## src/rtl/rand_fetch.sv

```systemverilog
// Wishbone master that keeps a local FIFO topped up with numbers from the random
// number generator slave, handling stream selection and seed loading on the way.
module rand_fetch #(
    parameter logic [31:0] RAND_ADDR = 32'hFDFF4000,
    parameter int          DEPTH     = 16,
    parameter logic [7:0]  TIMEOUT   = 8'd255
) (
    input  logic        clk_i,
    input  logic        rst_ni,
    input  logic        en_i,
    input  logic [9:0]  stream_i,
    input  logic        seed_i,
    input  logic [31:0] seed_z_i,
    input  logic [31:0] seed_w_i,
    input  logic        rd_i,
    output logic [31:0] num_o,
    output logic        valid_o,
    output logic [8:0]  level_o,
    output logic        err_o,
    output logic        cyc_o,
    output logic        stb_o,
    output logic        we_o,
    output logic [3:0]  sel_o,
    output logic [31:0] adr_o,
    output logic [31:0] m_dat_o,
    input  logic [31:0] m_dat_i,
    input  logic        ack_i
);
    localparam int AW = $clog2(DEPTH);

    typedef enum logic [2:0] {IDLE, STRM, SEEDZ, SEEDW, RD, ADV, GAP} state_t;

    state_t      state, state_n, ret, ret_n, start;
    logic        start_en;
    logic        cyc_n, we_n;
    logic [31:0] adr_n, dat_n;
    logic [7:0]  tmo;
    logic [9:0]  cur_stream;
    logic        strm_dirty, seed_pend, rd_drop;
    logic [31:0] seed_z, seed_w;
    logic        chg, flush, push, pop, tmo_hit, fill_ok, ack_strm;

    logic [31:0]   mem [DEPTH];
    logic [AW-1:0] wp, rp;

    assign chg      = stream_i != cur_stream;
    assign flush    = chg || seed_i;
    assign tmo_hit  = cyc_o && !ack_i && (tmo == TIMEOUT - 8'd1);
    assign fill_ok  = en_i && !err_o && (level_o < 9'(DEPTH));
    assign ack_strm = (state == STRM) && ack_i;
    // A read whose stream/seed context changed while in flight is discarded.
    assign push     = (state == RD) && ack_i && !rd_drop && !flush;
    assign pop      = rd_i && valid_o;

    assign stb_o   = cyc_o;
    assign sel_o   = cyc_o ? 4'hF : 4'h0;
    assign valid_o = level_o != 9'd0;
    assign num_o   = valid_o ? mem[rp] : 32'h0;

    always_comb begin
        state_n  = state;
        ret_n    = ret;
        cyc_n    = cyc_o;
        we_n     = we_o;
        adr_n    = adr_o;
        dat_n    = m_dat_o;
        start_en = 1'b0;
        start    = IDLE;
        case (state)
            IDLE: begin
                if (seed_pend) begin
                    start_en = 1'b1;
                    start    = strm_dirty ? STRM : SEEDZ;
                end else if (strm_dirty) begin
                    start_en = 1'b1;
                    start    = STRM;
                end else if (fill_ok) begin
                    start_en = 1'b1;
                    start    = RD;
                end
            end
            GAP: begin
                if (ret == IDLE) state_n = IDLE;
                else begin
                    start_en = 1'b1;
                    start    = (ret == SEEDZ && strm_dirty) ? STRM : ret;
                end
            end
            default: begin
                if (ack_i) begin
                    cyc_n   = 1'b0;
                    we_n    = 1'b0;
                    state_n = GAP;
                    case (state)
                        STRM:    ret_n = seed_pend ? SEEDZ : IDLE;
                        SEEDZ:   ret_n = SEEDW;
                        RD:      ret_n = ADV;
                        default: ret_n = IDLE;
                    endcase
                end else if (tmo_hit) begin
                    cyc_n   = 1'b0;
                    we_n    = 1'b0;
                    state_n = IDLE;
                end
            end
        endcase
        if (start_en) begin
            state_n = start;
            cyc_n   = 1'b1;
            we_n    = 1'b1;
            adr_n   = RAND_ADDR;
            dat_n   = 32'h0;
            case (start)
                STRM:  begin adr_n = RAND_ADDR + 32'h4; dat_n = {22'h0, stream_i}; end
                SEEDZ: begin adr_n = RAND_ADDR + 32'h8; dat_n = seed_z; end
                SEEDW: begin adr_n = RAND_ADDR + 32'hC; dat_n = seed_w; end
                RD:    we_n = 1'b0;
                default: ;
            endcase
        end
    end

    always_ff @(posedge clk_i or negedge rst_ni) begin
        if (!rst_ni) begin
            state      <= IDLE;
            ret        <= IDLE;
            cyc_o      <= 1'b0;
            we_o       <= 1'b0;
            adr_o      <= 32'h0;
            m_dat_o    <= 32'h0;
            tmo        <= 8'h0;
            err_o      <= 1'b0;
            cur_stream <= 10'h0;
            strm_dirty <= 1'b1;
            seed_pend  <= 1'b0;
            seed_z     <= 32'h0;
            seed_w     <= 32'h0;
            rd_drop    <= 1'b0;
        end else begin
            state   <= state_n;
            ret     <= ret_n;
            cyc_o   <= cyc_n;
            we_o    <= we_n;
            adr_o   <= adr_n;
            m_dat_o <= dat_n;
            tmo     <= start_en ? 8'h0 : (cyc_o ? tmo + 8'd1 : tmo);
            if (seed_i)       err_o <= 1'b0;
            else if (tmo_hit) err_o <= 1'b1;
            if (ack_strm) begin
                cur_stream <= m_dat_o[9:0];
                strm_dirty <= stream_i != m_dat_o[9:0];
            end else if (chg) strm_dirty <= 1'b1;
            // Pending is dropped once SEEDZ snapshots the holding regs; any later
            // pulse re-arms it so the newest pair gets written in full.
            if (seed_i) begin
                seed_pend <= 1'b1;
                seed_z    <= seed_z_i;
                seed_w    <= seed_w_i;
            end else if (start_en && start == SEEDZ) seed_pend <= 1'b0;
            else if (tmo_hit && (state == SEEDZ || state == SEEDW)) seed_pend <= 1'b1;
            if (start_en && start == RD)       rd_drop <= 1'b0;
            else if (state == RD && flush)     rd_drop <= 1'b1;
        end
    end

    always_ff @(posedge clk_i or negedge rst_ni) begin
        if (!rst_ni) begin
            wp      <= '0;
            rp      <= '0;
            level_o <= 9'd0;
        end else if (flush) begin
            wp      <= '0;
            rp      <= '0;
            level_o <= 9'd0;
        end else begin
            if (push) wp <= wp + AW'(1);
            if (pop)  rp <= rp + AW'(1);
            if (push && !pop)      level_o <= level_o + 9'd1;
            else if (pop && !push) level_o <= level_o - 9'd1;
        end
    end

    always_ff @(posedge clk_i) begin
        if (push) mem[wp] <= m_dat_i;
    end
endmodule

```

## config.mk

```make
export PLATFORM = sky130hd
export DESIGN_NAME = rand_fetch
export DESIGN_NICKNAME = d
export VERILOG_FILES = /design/src/rtl/rand_fetch.sv
export SDC_FILE = /design/constraint.sdc
export NUM_CORES = 1
export LEC_CHECK = 0
export CORE_UTILIZATION = 26
export CTS_CLUSTER_DIAMETER = 120
export DETAILED_ROUTE_END_ITERATION = 16
export PLACE_DENSITY_LB_ADDON = 0.12
export SLEW_MARGIN = 20
export SYNTH_ARGS = -nofsm -noshare
export SYNTH_HDL_FRONTEND = slang
export SYNTH_SLANG_ARGS = --single-unit
```

## constraint.sdc

```tcl
create_clock -name clk_i -period 11.6 [get_ports clk_i]
set_clock_uncertainty 0.2 [all_clocks]
set_input_delay 3.48 -clock clk_i [delete_from_list [all_inputs] [get_ports clk_i]]
set_output_delay 3.48 -clock clk_i [all_outputs]
set_load 0.02 [all_outputs]
```

==> results.md, run 1 <==
- Finished Layout Cells: 3002
- Die area: 0.103 mm^2
- Register Area: 0.0190 mm^2
- Seq/Total Area, Yosys: 71.8%
- Multi-input gate area: 0.00700 mm^2
- Mapped Area: 0.0265 mm^2
- Cells along the critical path: buf_4 > mux4_2 > mux4_2 > and2_1 > clkdlybuf4s50_1
- Ys Warns: 0
- Share of Yosys cell area claimed by the top area cell type: 58.0%
- Root buffer cell: clkbuf_16
- Flops & latches, synth: 658
- Area after DPL: 0.0301 mm^2
- Slew at the pin with the worst max-slew slack: 1100 ps
- Area delta synth->final: 22.9%
- DRT Wirelength: 65.9 mm
- Hold Path Depth: 2
- Router iterations before antenna repair: 4
- Htree depth: 3
- Max Root-Sink Buffers: 3
- Setup TNS: 0 ps
- Vias in the first global route: 14630
- Netlist cell types: 56
- TritonCTS Buffers: 79
- Worst stage delay on the critical path: 1050 ps
- Number of DRC markers in iteration 0: 730
- Slew margin rel.: 26.9%
- Vias/cell: 4.40
- DIE HEIGHT: 321 um
- Area leader, netlist: edfxtp_1
- All-Layer GR Usage: 12.9%
- R2R depth: 6
- Fraction of registers with async set/reset: 22.2%
- Initial Utilization: 26.4%
- CTS hold repair buffers: 0
- Share of layout cells above drive strength 1: 24.1%
- Row Count: 116
- Filler Cells Inserted: 9685
- Post-Synthesis Cells: 1361
- Worst VDD drop: 94.1 uV
- Clock sink count: 658
- Result of the run: completed
- Leakage: 10.7 nW
- First-pass GRT wire length: 98.7 mm
- Routed Antenna Nets: 0
- Most used cell, CP: mux4_2
- Residual DRC: 0
- Placed Cells: 2861
- FMAX: 0.127 GHz
- Routed vias: 13222
- Unrepaired setup endpoints after global routing: no
- CTS tree: built
- Initial antenna violation count: 7
- Worst endpoint required time: 7920 ps
- Max-slew violations: 0
- Routed len/inst: 21.9 um
- Pwr dens: 179 mW/mm^2
- Dpl hpwl: 38.4 mm
- Core area: 0.101 mm^2
- Postcts setup bufs: 0
- Final Instance Area: 0.0326 mm^2
- Synth cell count leaders: 512 x edfxtp_1, 160 x mux4_2, 145 x dfrtp_1, 75 x mux2_2, 61 x and2_1
- Most frequent cell after synthesis: edfxtp_1
- Hold crit path type: reg -> reg
- Synth top area cells: edfxtp_1 58%, dfrtp_1 14%, mux4_2 14%
- Nets: 1713
- Min cycle time layout: 7870 ps
- Worst Setup Path Type: reg -> out
- # port buffers: 211
- Worst-Skew Late Latency: 640 ps
- Critical Path AT: 4190 ps
- Placer Congestion: 0.711
- Critical Path Start Type: flop
- Cts repair resizes: 0
- Total gr overflow: 0
- # IOs: 226
- Clock Pin Slew Worst Setup and Hold Paths: 60 ps
- Post-synth EDFFs: 512
- Die Wd: 321 um
- CP Capture Type: primary output
- Primary FF master, synth: edfxtp_1
- Final Hold Fails: 0
- Highest-delay cell along the critical path: dfrtp_4
- Crit-path max FO: 60
- Total of max-cap violations: 0
- Final setup violation count: 0
- Diodes inserted: 0
- Pin count of the biggest net entering global routing: 90
- Fin crit share: 67.9%
- Mean post-synth cell area: 19.5 um^2
[sequential cells by signal (all words and copies together) (netlist names), 4 cells and up]
register and count:
mem 512, m_dat_o 32, seed_w 32, seed_z 32, cur_stream 10, level_o 9, tmo 8, rp 4
wp 4
[routing by layer]
layer	vias to the layer above	routed length, um	global-route usage (%)
li1	5835	-	-
met1	6999	28100	16.7
met2	279	32100	21.2
met3	101	4160	3.39
met4	8	1490	3.86
met5	-	47	0
[path summary, 6_finish.rpt]
path / startpoint / endpoint / slack (ps)
worst max-delay path: rp[1] / num_o[21] / 3730
worst min-delay path: adr_o[3] / adr_o[3] / 280
worst max register to register: cur_stream[3] / mem[6][17] / 7550
worst min register to register: adr_o[3] / adr_o[3] / 280
max in group asynchronous: rst_ni / rp[0] / 7030
min in group asynchronous: rst_ni / m_dat_o[17] / 2720
[kinds of logic after synthesis]
group	after synthesis	synth area share, %
other	1	0.0141
AO/OA/AOI/OAI	70	2.20
buffers and inverters	120	2.34
adder cells (fa/ha/maj)	16	0.783
AND/OR/NAND/NOR	202	4.07
multiplexers	254	17.5
flip-flops	658	71.8
XOR/XNOR	40	1.32
[area by class of cell]
cell class                 count  share of cell area, %
clock inverter                27                  0.971
tap                         1357                   5.21
clock buffer                 114                   6.72
inverter                      16                  0.184
multi-input combinational    596                   21.5
timing repair buffer         234                   7.00
sequential                   658                   58.4
[stage by stage]
step / setup slack [ps] / hold WS (ps) / utilization, % / power, mW
floorplan: 3180 / 275 / - / 3.18
CTS: 3540 / 280 / 32.4 / 5.94
detailed placement: 3850 / 274 / 29.9 / 3.50
global route: 3450 / 313 / 32.4 / 6.08
finish: 3730 / 282 / 32.4 / 5.83
global placement: 3910 / 264 / 29.9 / 3.49
[power by group]
part | switching, mW | leakage (nW) | internal (mW)
combinational | 0.355 | 3.06 | 0.321
clock | 0.965 | 1.21 | 1.43
sequential | 0.107 | 6.41 | 2.66
total | 1.43 | 10.7 | 4.40
[worst max-delay path, delay by kind of cell (launching register included)]
kind	cells	cell delay, ps
buffers and inverters	2	1290
and+or+nand+nor	1	180
DFF	1	1050
muxes	2	940
[cell usage in the layout (no fill, tap or decap), types with 10 or more instances in the layout]
cell type	Yosys	final
inv_1	16	16
mux2_2	75	75
a221o_1	33	33
clkinv_1	0	10
buf_4	36	23
nor3_1	10	10
and2_1	61	53
a21oi_1	11	11
ha_1	15	15
xor2_1	10	10
edfxtp_1	512	512
clkbuf_1	39	29
nor2_1	60	55
conb_1	1	14
clkbuf_16	0	81
mux2i_1	19	19
clkdlybuf4s50_1	0	209
xnor2_1	30	30
dfrtp_1	145	141
nand2_1	21	21
mux4_2	160	160
Power figures use the tool's default switching activity.
==> run 2: changes to the inputs <==
==> constraint.sdc (replaced) <==
create_clock -name clk_i -period 6.4 [get_ports clk_i]
set_clock_uncertainty 0.2 [all_clocks]
set_input_delay 1.92 -clock clk_i [delete_from_list [all_inputs] [get_ports clk_i]]
set_output_delay 1.92 -clock clk_i [all_outputs]
set_load 0.02 [all_outputs]
==> results.md, run 2 (synthesized netlist as in run 1, its figures left out) <==
- Number of DRC markers in iteration 0: 824 (+13%)
- Vias in the first global route: 14652 (+0.15%)
- Postcts setup bufs: 0 (unchanged)
- Worst Setup Path Type: reg -> out
- Die area: 0.103 mm^2 (unchanged)
- Final Instance Area: 0.0330 mm^2 (+1.2%)
- FMAX: 0.175 GHz
- Area delta synth->final: 24.3%
- Router iterations before antenna repair: 5 (+1)
- Total of max-cap violations: 0 (unchanged)
- Fin crit share: 89.4%
- Critical Path AT: 3600 ps (-590 ps)
- Hold crit path type: reg -> reg
- Share of layout cells above drive strength 1: 25.6% (+1.5 points)
- TritonCTS Buffers: 80 (+1.3%)
- Clock sink count: 658 (unchanged)
- Commonest non-fill, non-tap cell in the layout: edfxtp_1
- Result of the run: completed
- WP buf/inv: 2 (unchanged)
- First-pass GRT wire length: 99.8 mm (+1.1%)
- Highest-delay cell along the critical path: dfrtp_4
- Routed len/inst: 22.1 um (+0.87%)
- Core Util, Final: 32.8% (+0.37 points)
- Setup TNS: 0 ps (unchanged)
- DRT Wirelength: 67.0 mm (+1.7%)
- Worst VDD drop: 203 uV (+120%)
- Clock Pin Slew Worst Setup and Hold Paths: 60 ps (about the same)
- Core area: 0.101 mm^2 (unchanged)
- Die Wd: 321 um (unchanged)
- Dpl hpwl: 40.9 mm (+6.4%)
- CTS tree: built
- Leakage: 10.9 nW (+1.8%)
- Initial antenna violation count: 4 (-3)
- Final worst slack: 681 ps (-3040 ps)
- All-Layer GR Usage: 13.1% (+0.18 points)
- Min cycle time layout: 5720 ps
- Root buffer cell: clkbuf_16
- Placer Congestion: 0.726 (+2.1%)
- Pre-CTS WS: 628 ps (-3230 ps)
- Cts repair resizes: 0 (unchanged)
- Routed Antenna Nets: 0 (unchanged)
- Cells along the critical path: buf_12 > mux4_2 > mux4_2 > and2_1 > clkdlybuf4s50_1
- Nets: 1738 (+1.5%)
- Pin count of the biggest net entering global routing: 82 (-8.9%)
- Slew at the pin with the worst max-slew slack: 976 ps (-121 ps)
- Residual DRC: 0 (unchanged)
- Critical Path Start Type: flop
- Most used cell, CP: mux4_2
- Finished Layout Cells: 3028 (+0.87%)
- Pwr Total: 10.6 mW (+82%)
- Unrepaired setup endpoints after global routing: no
- Row Count: 116 (unchanged)
- Crit-path max FO: 48 (-20%)
- Worst stage delay on the critical path: 620 ps (-430 ps)
- Htree depth: 3 (unchanged)
- Total gr overflow: 0 (unchanged)
- Largest Register: mem
- Area after DPL: 0.0304 mm^2 (+1.3%)
- Final setup violation count: 0 (unchanged)
- CP Capture Type: primary output
- DIE HEIGHT: 321 um (unchanged)
- Max FFs per register: 512 (unchanged)
- Pwr dens: 322 mW/mm^2 (+80%)
- Routed vias: 13425 (+1.5%)
- CP delay by family, top: multiplexers
- Max-slew violations: 0 (unchanged)
- # port buffers: 211 (unchanged)
- Vias/cell: 4.43 (+0.66%)
- # IOs: 226 (unchanged)
- Most frequent cells in the layout: 512 x edfxtp_1, 209 x clkdlybuf4s50_1, 160 x mux4_2, 141 x dfrtp_1, 82 x clkbuf_16
- Max Root-Sink Buffers: 3 (unchanged)
- Worst endpoint required time: 4280 ps (-3640 ps)
- CTS hold repair buffers: 0 (unchanged)
- Worst-Skew Late Latency: 630 ps (about the same)
- Hold Slack: 286 ps (+3.59 ps)
- Placed Cells: 2885 (+0.84%)
- Final Hold Fails: 0 (unchanged)
- Initial Utilization: 26.4% (unchanged)
- Flop-to-flop setup slack: 2670 ps (-4880 ps)
- Slew margin rel.: 34.3% (+7.5 points)
-- run 2: report_power, final --
part	leakage, nW	switching [mW]	total, mW	internal [mW]
clock	1.24	1.76	4.37	2.61
combinational	3.22	0.650	1.23	0.583
sequential	6.41	0.188	5.00	4.82
total	10.9	2.60	10.6	8.01
-- run 2: per-layer routing --
| metal | vias to the layer above | wire length (um) | track usage [%] |
|---|---|---|---|
| met3 | 96 | 3690 | 3.56 |
| li1 | 5897 | - | - |
| met1 | 7148 | 29600 | 17.1 |
| met4 | 8 | 1150 | 3.34 |
| met5 | - | 50 | 0 |
| met2 | 276 | 32500 | 21.5 |
-- run 2: area by class of cell --
class / count / area [um^2]
fillers: 9636 / 67600
repair buffers: 258 / 2660
inverters: 16 / 60.1
clock buffers: 98 / 2140
well taps: 1357 / 1700
flip-flops and latches: 658 / 19000
clock inverters: 43 / 369
multi-input cells: 596 / 6990
diodes: 2 / 5.00
-- run 2: final timing paths --
| check | start | end | cells after the start |
|---|---|---|---|
| worst max-delay path | rp[0] | num_o[28] | 5 |
| max in group asynchronous | rst_ni | level_o[3] | 2 |
| worst max register to register | level_o[6] | level_o[8] | 10 |
| min in group asynchronous | rst_ni | seed_z[17] | 1 |
| worst min register to register | adr_o[2] | adr_o[2] | 2 |
| worst min-delay path | adr_o[2] | adr_o[2] | 2 |
-- run 2: worst register-to-register path: stages (launching register included) --
cell,delay (ps)
dfrtp_1,450
or4_4,590
o31ai_2,490
nand2_1,390
ha_1,400
nor2b_1,150
o2111a_1,260
nor3_1,260
o21ba_2,200
o21ai_0,80
nor3b_1,150
==> run 3: changes to the inputs <==
--- a/config.mk
+++ b/config.mk
@@ -5,6 +5,7 @@
 export SDC_FILE = /design/constraint.sdc
 export NUM_CORES = 1
 export LEC_CHECK = 0
+export CORE_MARGIN = 2
 export CORE_UTILIZATION = 26
 export CTS_CLUSTER_DIAMETER = 120
 export DETAILED_ROUTE_END_ITERATION = 16
==> results.md, run 3 (synthesized netlist as in run 1, its figures left out) <==
- Final Hold Fails: 0 (unchanged)
- Nets: 1724 (-0.81%)
- Final setup violation count: 0 (unchanged)
- Routed vias: 13351 (-0.55%)
- CP Capture Type: primary output
- All-Layer GR Usage: 13.1% (-0.056 points)
- Worst endpoint required time: 4280 ps (about the same)
- Residual DRC: 0 (unchanged)
- Slew margin rel.: 36.8% (+2.4 points)
- Worst VDD drop: 186 uV (-8.7%)
- Postcts setup bufs: 0 (unchanged)
- Routed Antenna Nets: 0 (unchanged)
- Die area: 0.105 mm^2 (+1.2%)
- Critical Path Start Type: flop
- Result of the run: completed
- # port buffers: 211 (unchanged)
- Router iterations before antenna repair: 5 (unchanged)
- Vias in the first global route: 14563 (-0.61%)
- Placer Congestion: 0.708 (-2.4%)
- Max Root-Sink Buffers: 3 (unchanged)
- Worst Setup Path Type: reg -> out
- FMAX: 0.177 GHz (+1.2%)
- Unrepaired setup endpoints after global routing: no
- Clock sink count: 658 (unchanged)
- Hold Slack: 274 ps (-11.9 ps)
- DRT Wirelength: 67.3 mm (+0.43%)
- Row Count: 117 (+0.86%)
- Total of max-cap violations: 0 (unchanged)
- Area delta synth->final: 24.1%
- Vias/cell: 4.41 (-0.52%)
- Hold crit path type: reg -> reg
- Dpl hpwl: 39.9 mm (-2.4%)
- Crit-path max FO: 25 (-48%)
- Worst-Skew Late Latency: 630 ps (about the same)
- Core area: 0.101 mm^2 (+0.86%)
- Critical Path AT: 3530 ps (-70 ps)
- First-pass GRT wire length: 100 mm (+0.35%)
- Max FFs per register: 512 (unchanged)
- Total gr overflow: 0 (unchanged)
- Share of layout cells above drive strength 1: 24.5% (-1.1 points)
- Max-slew violations: 0 (unchanged)
- Pin count of the biggest net entering global routing: 67 (-18%)
- Initial Utilization: 26.1% (-0.23 points)
- TritonCTS Buffers: 80 (unchanged)
- # IOs: 226 (unchanged)
- Largest Register: mem
- Most frequent cells in the layout: 512 x edfxtp_1, 209 x clkdlybuf4s50_1, 160 x mux4_2, 141 x dfrtp_1, 81 x clkbuf_16
- Root buffer cell: clkbuf_16
- Fin crit share: 88.3% (-1.1 points)
- Commonest non-fill, non-tap cell in the layout: edfxtp_1
- Leakage: 10.8 nW (-0.89%)
- Initial antenna violation count: 12 (+8)
- Clock Pin Slew Worst Setup and Hold Paths: 60 ps (about the same)
- Pwr dens: 320 mW/mm^2 (-0.57%)
- Cts repair resizes: 0 (unchanged)
- Routed len/inst: 22.2 um (+0.47%)
- Die Wd: 323 um (+0.62%)
- Placed Cells: 2882 (-0.10%)
- DIE HEIGHT: 323 um (+0.62%)
- CTS tree: built
- CTS hold repair buffers: 0 (unchanged)
- Number of DRC markers in iteration 0: 696 (-16%)
- Setup TNS: 0 ps (unchanged)
- Finished Layout Cells: 3027 (-0.033%)
- Htree depth: 3 (unchanged)
- Min cycle time layout: 5650 ps (-69.3 ps)
- Slew at the pin with the worst max-slew slack: 948 ps (-27.6 ps)
[run 3: metrics by stage]
step / power (mW) / area (um^2) / setup slack [ps] / util (%)
global route: 11.0 / 32900 / 556 / 32.4
detailed placement: 6.34 / 30400 / 543 / 30.0
global placement: 6.34 / 30400 / 613 / 30.0
floorplan: 5.77 / 26600 / -461 / -
CTS: 10.7 / 32900 / 601 / 32.4
finish: 10.5 / 32900 / 751 / 32.4
[run 3: path summary, 6_finish.rpt]
check / endpoint / start / slack [ps] / cells past startpoint
worst max-delay path: num_o[12] / rp[1] / 750 / 6
worst min-delay path: adr_o[3] / adr_o[3] / 270 / 2
worst max register to register: level_o[8] / cur_stream[5] / 2650 / 12
worst min register to register: adr_o[3] / adr_o[3] / 270 / 2
max in group asynchronous: rp[1] / rst_ni / 3710 / 2
min in group asynchronous: seed_z[9] / rst_ni / 1070 / 1
[run 3: critical path, cell delays in order, from the launching register on]
cell,delay [ps]
dfrtp_4,520
buf_4,320
buf_4,430
mux4_2,390
mux4_2,480
and2_1,180
clkdlybuf4s50_1,540
[run 3: routing by layer]
layer | vias up | GRT usage (%) | wire [um]
met2 | 302 | 20.6 | 31500
met5 | - | 0 | 127
met1 | 7064 | 17.3 | 30000
met4 | 20 | 3.52 | 1390
met3 | 100 | 4.23 | 4240
li1 | 5865 | - | -
[run 3: layout make-up]
class | count | area (um^2)
Antenna cell | 1 | 2.50
Sequential cell | 658 | 19000
Clock inverter | 30 | 277
Tap cell | 1368 | 1710
Clock buffer | 114 | 2210
Inverter | 16 | 60.1
Fill cell | 9717 | 68500
Timing Repair Buffer | 244 | 2620
Multi-Input combinational cell | 596 | 6990
[run 3: where the power goes]
group / internal, mW / switching [mW] / leakage (nW)
combinational: 0.578 / 0.640 / 3.16
sequential: 4.82 / 0.200 / 6.41
clock: 2.50 / 1.79 / 1.20
total: 7.89 / 2.63 / 10.8
==> patch 1 (config.mk and constraints of run 3) <==
The parameter `TIMEOUT` goes from 8'd255 to 8'd128.
--- a/src/rtl/rand_fetch.sv
+++ b/src/rtl/rand_fetch.sv
@@ -4,5 +4,5 @@
     parameter logic [31:0] RAND_ADDR = 32'hFDFF4000,
     parameter int          DEPTH     = 16,
-    parameter logic [7:0]  TIMEOUT   = 8'd255
+    parameter logic [7:0]  TIMEOUT   = 8'd128
 ) (
     input  logic        clk_i,
Behaviour: no difference found for any inputs over 4 cycles, from zero or initial values and one cycle with rst_ni low; that may be too few to reach the edited logic, so the function may still have changed.
==> patch 1 against run 3 <==
Sequential cell count stayed put. Synthesized area is 0.31% higher. Synthesized cell count is 1.3% higher. Register-to-register slack worse by 0.54 ns. Routed wire length is 0.96% higher. Setup slack worse by 0.23 ns. Power is 1.9% higher. Largest cell class unchanged. Design area is 0.84% higher.
==> patch 1: results (changes against run 3) <==
** Outcome
- The flow ran to the end, and the final reports show no timing, DRC or antenna violations.

** Drt
- Post-detailed-route wirelength per cell :: 22.3 um (+0.20%)
- Wire length reported by the detailed router :: 68,000 um (+0.96%)
- Count of TritonRoute iterations in the first routing pass :: 4 (-1)
- Final ANT Viol Nets :: 0 (unchanged)
- The total number of vias was 13,550 (+1.5%).
- The number of violations reported at the end of detailed-routing iteration 0 was 852 (+22%).

** Layout
- The net count of the finished layout was 1,750 (+1.5%).
- Antenna diodes :: 0 (-1)
- Fraction of layout cells with a size suffix above 1 :: 25.4% (+0.96 points)
- The number of flip-flops in the largest register was 512 (unchanged).
- Top reg by flops :: mem

** Clock network
- The clock transition at the registers of the reported paths is 0.06 ns (about the same).
- H-Tree Level Count :: 3 (unchanged)
- The buffer count from post-CTS setup fixing is 0 (unchanged).
- Buffer levels on the longest clock path :: 3 (unchanged)
- The insertion delay of the later-clocked pin in the worst-skew pair came to 0.63 ns (about the same).
- Master cell of the clock root buffer :: sky130_fd_sc_hd__clkbuf_16
- The number of instances resized during post-cts repair came to 0 (unchanged).
- TritonCTS Buffers :: 78 (-2.5%)

** Place
- Post-place setup slack :: 0.455 ns (-0.0879 ns)
- The number of buffers inserted by port buffering came to 211 (unchanged).
- Total half-perimeter wirelength after legalization and detailed placement :: 39,600 um (-0.68%)
- The number of placed cells counting well taps is 2,911 (+1.0%).
- Final weighted congestion in routability-driven placement :: 0.724 (+2.1%)
- The post-detailed-placement cell area came to 30,600 um^2 (+0.56%).

** Logic synthesis
- List of most frequent post-synthesis cells :: 512 x sky130_fd_sc_hd__edfxtp_1, 160 x sky130_fd_sc_hd__mux4_2, 145 x sky130_fd_sc_hd__dfrtp_1
- The yosys synthesis warning count is 0 (unchanged).
- Seq/Total Area, Yosys :: 71.6% (-0.22 points)
- Ranking of synthesized cells by area :: sky130_fd_sc_hd__edfxtp_1 58%, sky130_fd_sc_hd__dfrtp_1 14%, sky130_fd_sc_hd__mux4_2 14%
- The number of library cell types mapped by synthesis was 61 (+8.9%).
- Post-synth ARST share :: 22.2% (unchanged)
- Number of enable flip-flop cells after synthesis :: 512 (unchanged)
- Synthesized area per cell :: 19.3 um^2 (-1.0%)

** GRT
- The global-route wire length before repair came to 101,000 um (+0.57%).
- The number of antenna violations at the first check in global routing came to 8 (-4).
- GRT Util Overall :: 13.2% (+0.093 points)
- Pin count of the biggest net entering global routing :: 74 (+10%)
- The via count of the first global-routing pass is 14,919 (+2.4%).

** STA
- The max-slew headroom at the worst pin was 29.8% (-7.0 points).

** Power
- Pleak :: 10.8 nW (+0.56%)
- The worst supply voltage drop on vdd is 204 uV (+10%).

** Worst hold path
- Type of the worst min-delay path :: flop to flop

** Worst setup path
- The maximum fanout encountered on the critical timing path is 28 (+12%).
- Required time of the worst setup path :: 4.28 ns (about the same)
==> patch 1: area by class of cell <==
type | count | area, um^2
multi-input combinational | 614 | 7060
inverter | 15 | 56.3
tap | 1368 | 1710
clock inverter | 41 | 445
timing repair buffer | 256 | 2720
sequential | 658 | 19000
fill | 9811 | 68400
clock buffer | 98 | 2150
==> patch 1: cell families (layout without fill, tap and decap cells) <==
kind of cell,count (synthesis),count (layout),synth area share (%)
compound gates,91,91,2.14
xor+xnor,41,41,1.35
fa+ha+maj,15,15,0.734
buf+inv,120,410,2.41
flops,658,658,71.6
mux,276,276,18.3
other cells,1,14,0.0141
simple gates,177,177,3.53
==> patch 1: report_power, final <==
group | switching, mW | leakage, nW | internal [mW] | total (mW)
clock | 1.78 | 1.27 | 2.67 | 4.45
sequential | 0.201 | 6.39 | 4.80 | 5.00
combinational | 0.697 | 3.17 | 0.585 | 1.28
total | 2.68 | 10.8 | 8.05 | 10.7
==> patch 1: worst max-delay path, cell delays in order, from the launching register on <==
cell	delay [ns]
sky130_fd_sc_hd__dfrtp_4	0.86
sky130_fd_sc_hd__buf_4	0.37
sky130_fd_sc_hd__mux4_2	0.55
sky130_fd_sc_hd__mux4_2	0.48
sky130_fd_sc_hd__nor2b_1	0.22
sky130_fd_sc_hd__clkdlybuf4s50_1	0.64
==> patch 1: final timing paths <==
kind                             start          end  slack [ns]  cells past startpoint
max in group asynchronous       rst_ni  m_dat_o[27]        3.81                      2
setup / recovery                 rp[0]    num_o[29]        0.52                      5
hold / removal             m_dat_o[21]  m_dat_o[21]        0.29                      2
setup reg to reg            level_o[0]   level_o[8]        2.11                     12
hold reg to reg            m_dat_o[21]  m_dat_o[21]        0.29                      2
min in group asynchronous       rst_ni   seed_z[16]        1.14                      1
==> patch 1: per-layer routing <==
metal / up-vias / GRT usage, % / routed length (um)
met2: 301 / 21.6 / 33000
li1: 5914 / - / -
met5: - / 0 / 92
met4: 14 / 3.37 / 1380
met3: 99 / 3.93 / 4000
met1: 7222 / 17.0 / 29500
==> patch 2 (settings of run 3) <==
Made on the original files. `adr_o` and `m_dat_o` no longer have a reset.
--- a/src/rtl/rand_fetch.sv
+++ b/src/rtl/rand_fetch.sv
@@ -127,6 +127,4 @@
             cyc_o      <= 1'b0;
             we_o       <= 1'b0;
-            adr_o      <= 32'h0;
-            m_dat_o    <= 32'h0;
             tmo        <= 8'h0;
             err_o      <= 1'b0;
@@ -142,6 +140,4 @@
             cyc_o   <= cyc_n;
             we_o    <= we_n;
-            adr_o   <= adr_n;
-            m_dat_o <= dat_n;
             tmo     <= start_en ? 8'h0 : (cyc_o ? tmo + 8'd1 : tmo);
             if (seed_i)       err_o <= 1'b0;
@@ -162,4 +158,9 @@
             else if (state == RD && flush)     rd_drop <= 1'b1;
         end
+    end
+
+    always_ff @(posedge clk_i) begin
+        adr_o   <= adr_n;
+        m_dat_o <= dat_n;
     end
 
Behaviour: not the same (Yosys sat finds a counterexample within 4 cycles, from zero or initial values and one cycle with rst_ni low).
==> patch 2 against run 3 <==
Design area fell by 0.57%. Setup slack got worse by 0.097 ns. Die area barely moved. Power rose by 1.4%. Synthesized area barely moved. Critical path depth fell by 1. Final cell count rose by 0.43%. Sequential cell count fell by 1. Via count fell by 0.64%. Global-route usage barely moved. Sequential share of layout area rose by 0.77 points. Routed wire length fell by 0.26%. Maximum frequency fell by 1.7%. Critical endpoint is now num_o[29]. Synthesized cell count rose by 1.1%.
==> patch 2: results (changes against run 3) <==
** Power
- The post-layout total power came to 10.7 mW (+1.4%).
- The worst supply voltage drop on vdd was 187 uV (+0.91%).

** Layout
- The proportion of layout cells with a drive suffix above 1 was 24.9% (+0.45 points).
- Antenna diodes :: 0 (-1)
- Final nets :: 1,746 (+1.3%)

** Logic synthesis
- Synthesized instance count :: 1,376 (+1.1%)
- The number of library cell types mapped by synthesis was 59 (+5.4%).
- The number of flops mapped to enable cells by yosys was 546 (+6.6%).
- The fraction of registers with async set/reset came to 16.9% (-5.3 points).
- The sequential cell area fraction in the yosys report was 72.3% (+0.49 points).

** STA
- Post-Route Hold Slack :: 0.306 ns (+0.0322 ns)

** Worst hold path
- Number of cells on the worst hold path :: 1 (-1)
- Hold_sp :: seed_w[8]

** Worst setup path
- The register-to-register path setup slack came to 2.01 ns (-0.64 ns).
- The most critical setup path has its startpoint at rp[0].
- Among cell families on the critical path, the largest total delay comes from multiplexers.
- R2R Path Start :: level_o[7]
- Slowest CP cell :: sky130_fd_sc_hd__mux4_2

** Drt
- The final routed wire length divided by cell count was 22.1 um (-0.69%).

** Clock network
- The number of buffers created by CTS is 77 (-3.8%).

** GRT
- Via count of the first global-routing pass :: 14,599 (+0.25%)
- The global-route usage over all layers is 13.0% (-0.046 points).
- Wire length of the first global-routing pass :: 99,200 um (-0.90%)

** Place
- Final weighted congestion in routability-driven placement :: 0.747 (+5.5%)
- The number of placed cells counting well taps came to 2,907 (+0.87%).

** Outcome
- Result of the run :: complete, no violations
-- patch 2: final cells by class --
type                            count  area (um^2)
Clock buffer                      105         2070
Clock inverter                     28          335
Sequential cell                   657        19200
Timing Repair Buffer              244         2440
Inverter                           16         60.1
Fill cell                        9751        68700
Tap cell                         1368         1710
Multi-Input combinational cell    622         6920
-- patch 2: logic make-up (layout without fill, tap and decap cells) --
logic type / after synthesis / in the layout / share of synthesized area [%]
other cells: 2 / 30 / 0.0283
flops: 657 / 657 / 72.3
fa+ha+maj: 16 / 16 / 0.783
mux: 253 / 253 / 17.5
simple gates: 210 / 210 / 3.94
compound gates: 72 / 72 / 1.70
buf+inv: 125 / 393 / 2.38
xor+xnor: 41 / 41 / 1.42
-- patch 2: metal layers --
metal,global-route usage (%),vias up,routed length (um)
li1,-,5863,-
met1,17.1,7020,30000
met2,21.0,277,31800
met3,4.01,93,4160
met4,3.13,12,1150
met5,0,-,79
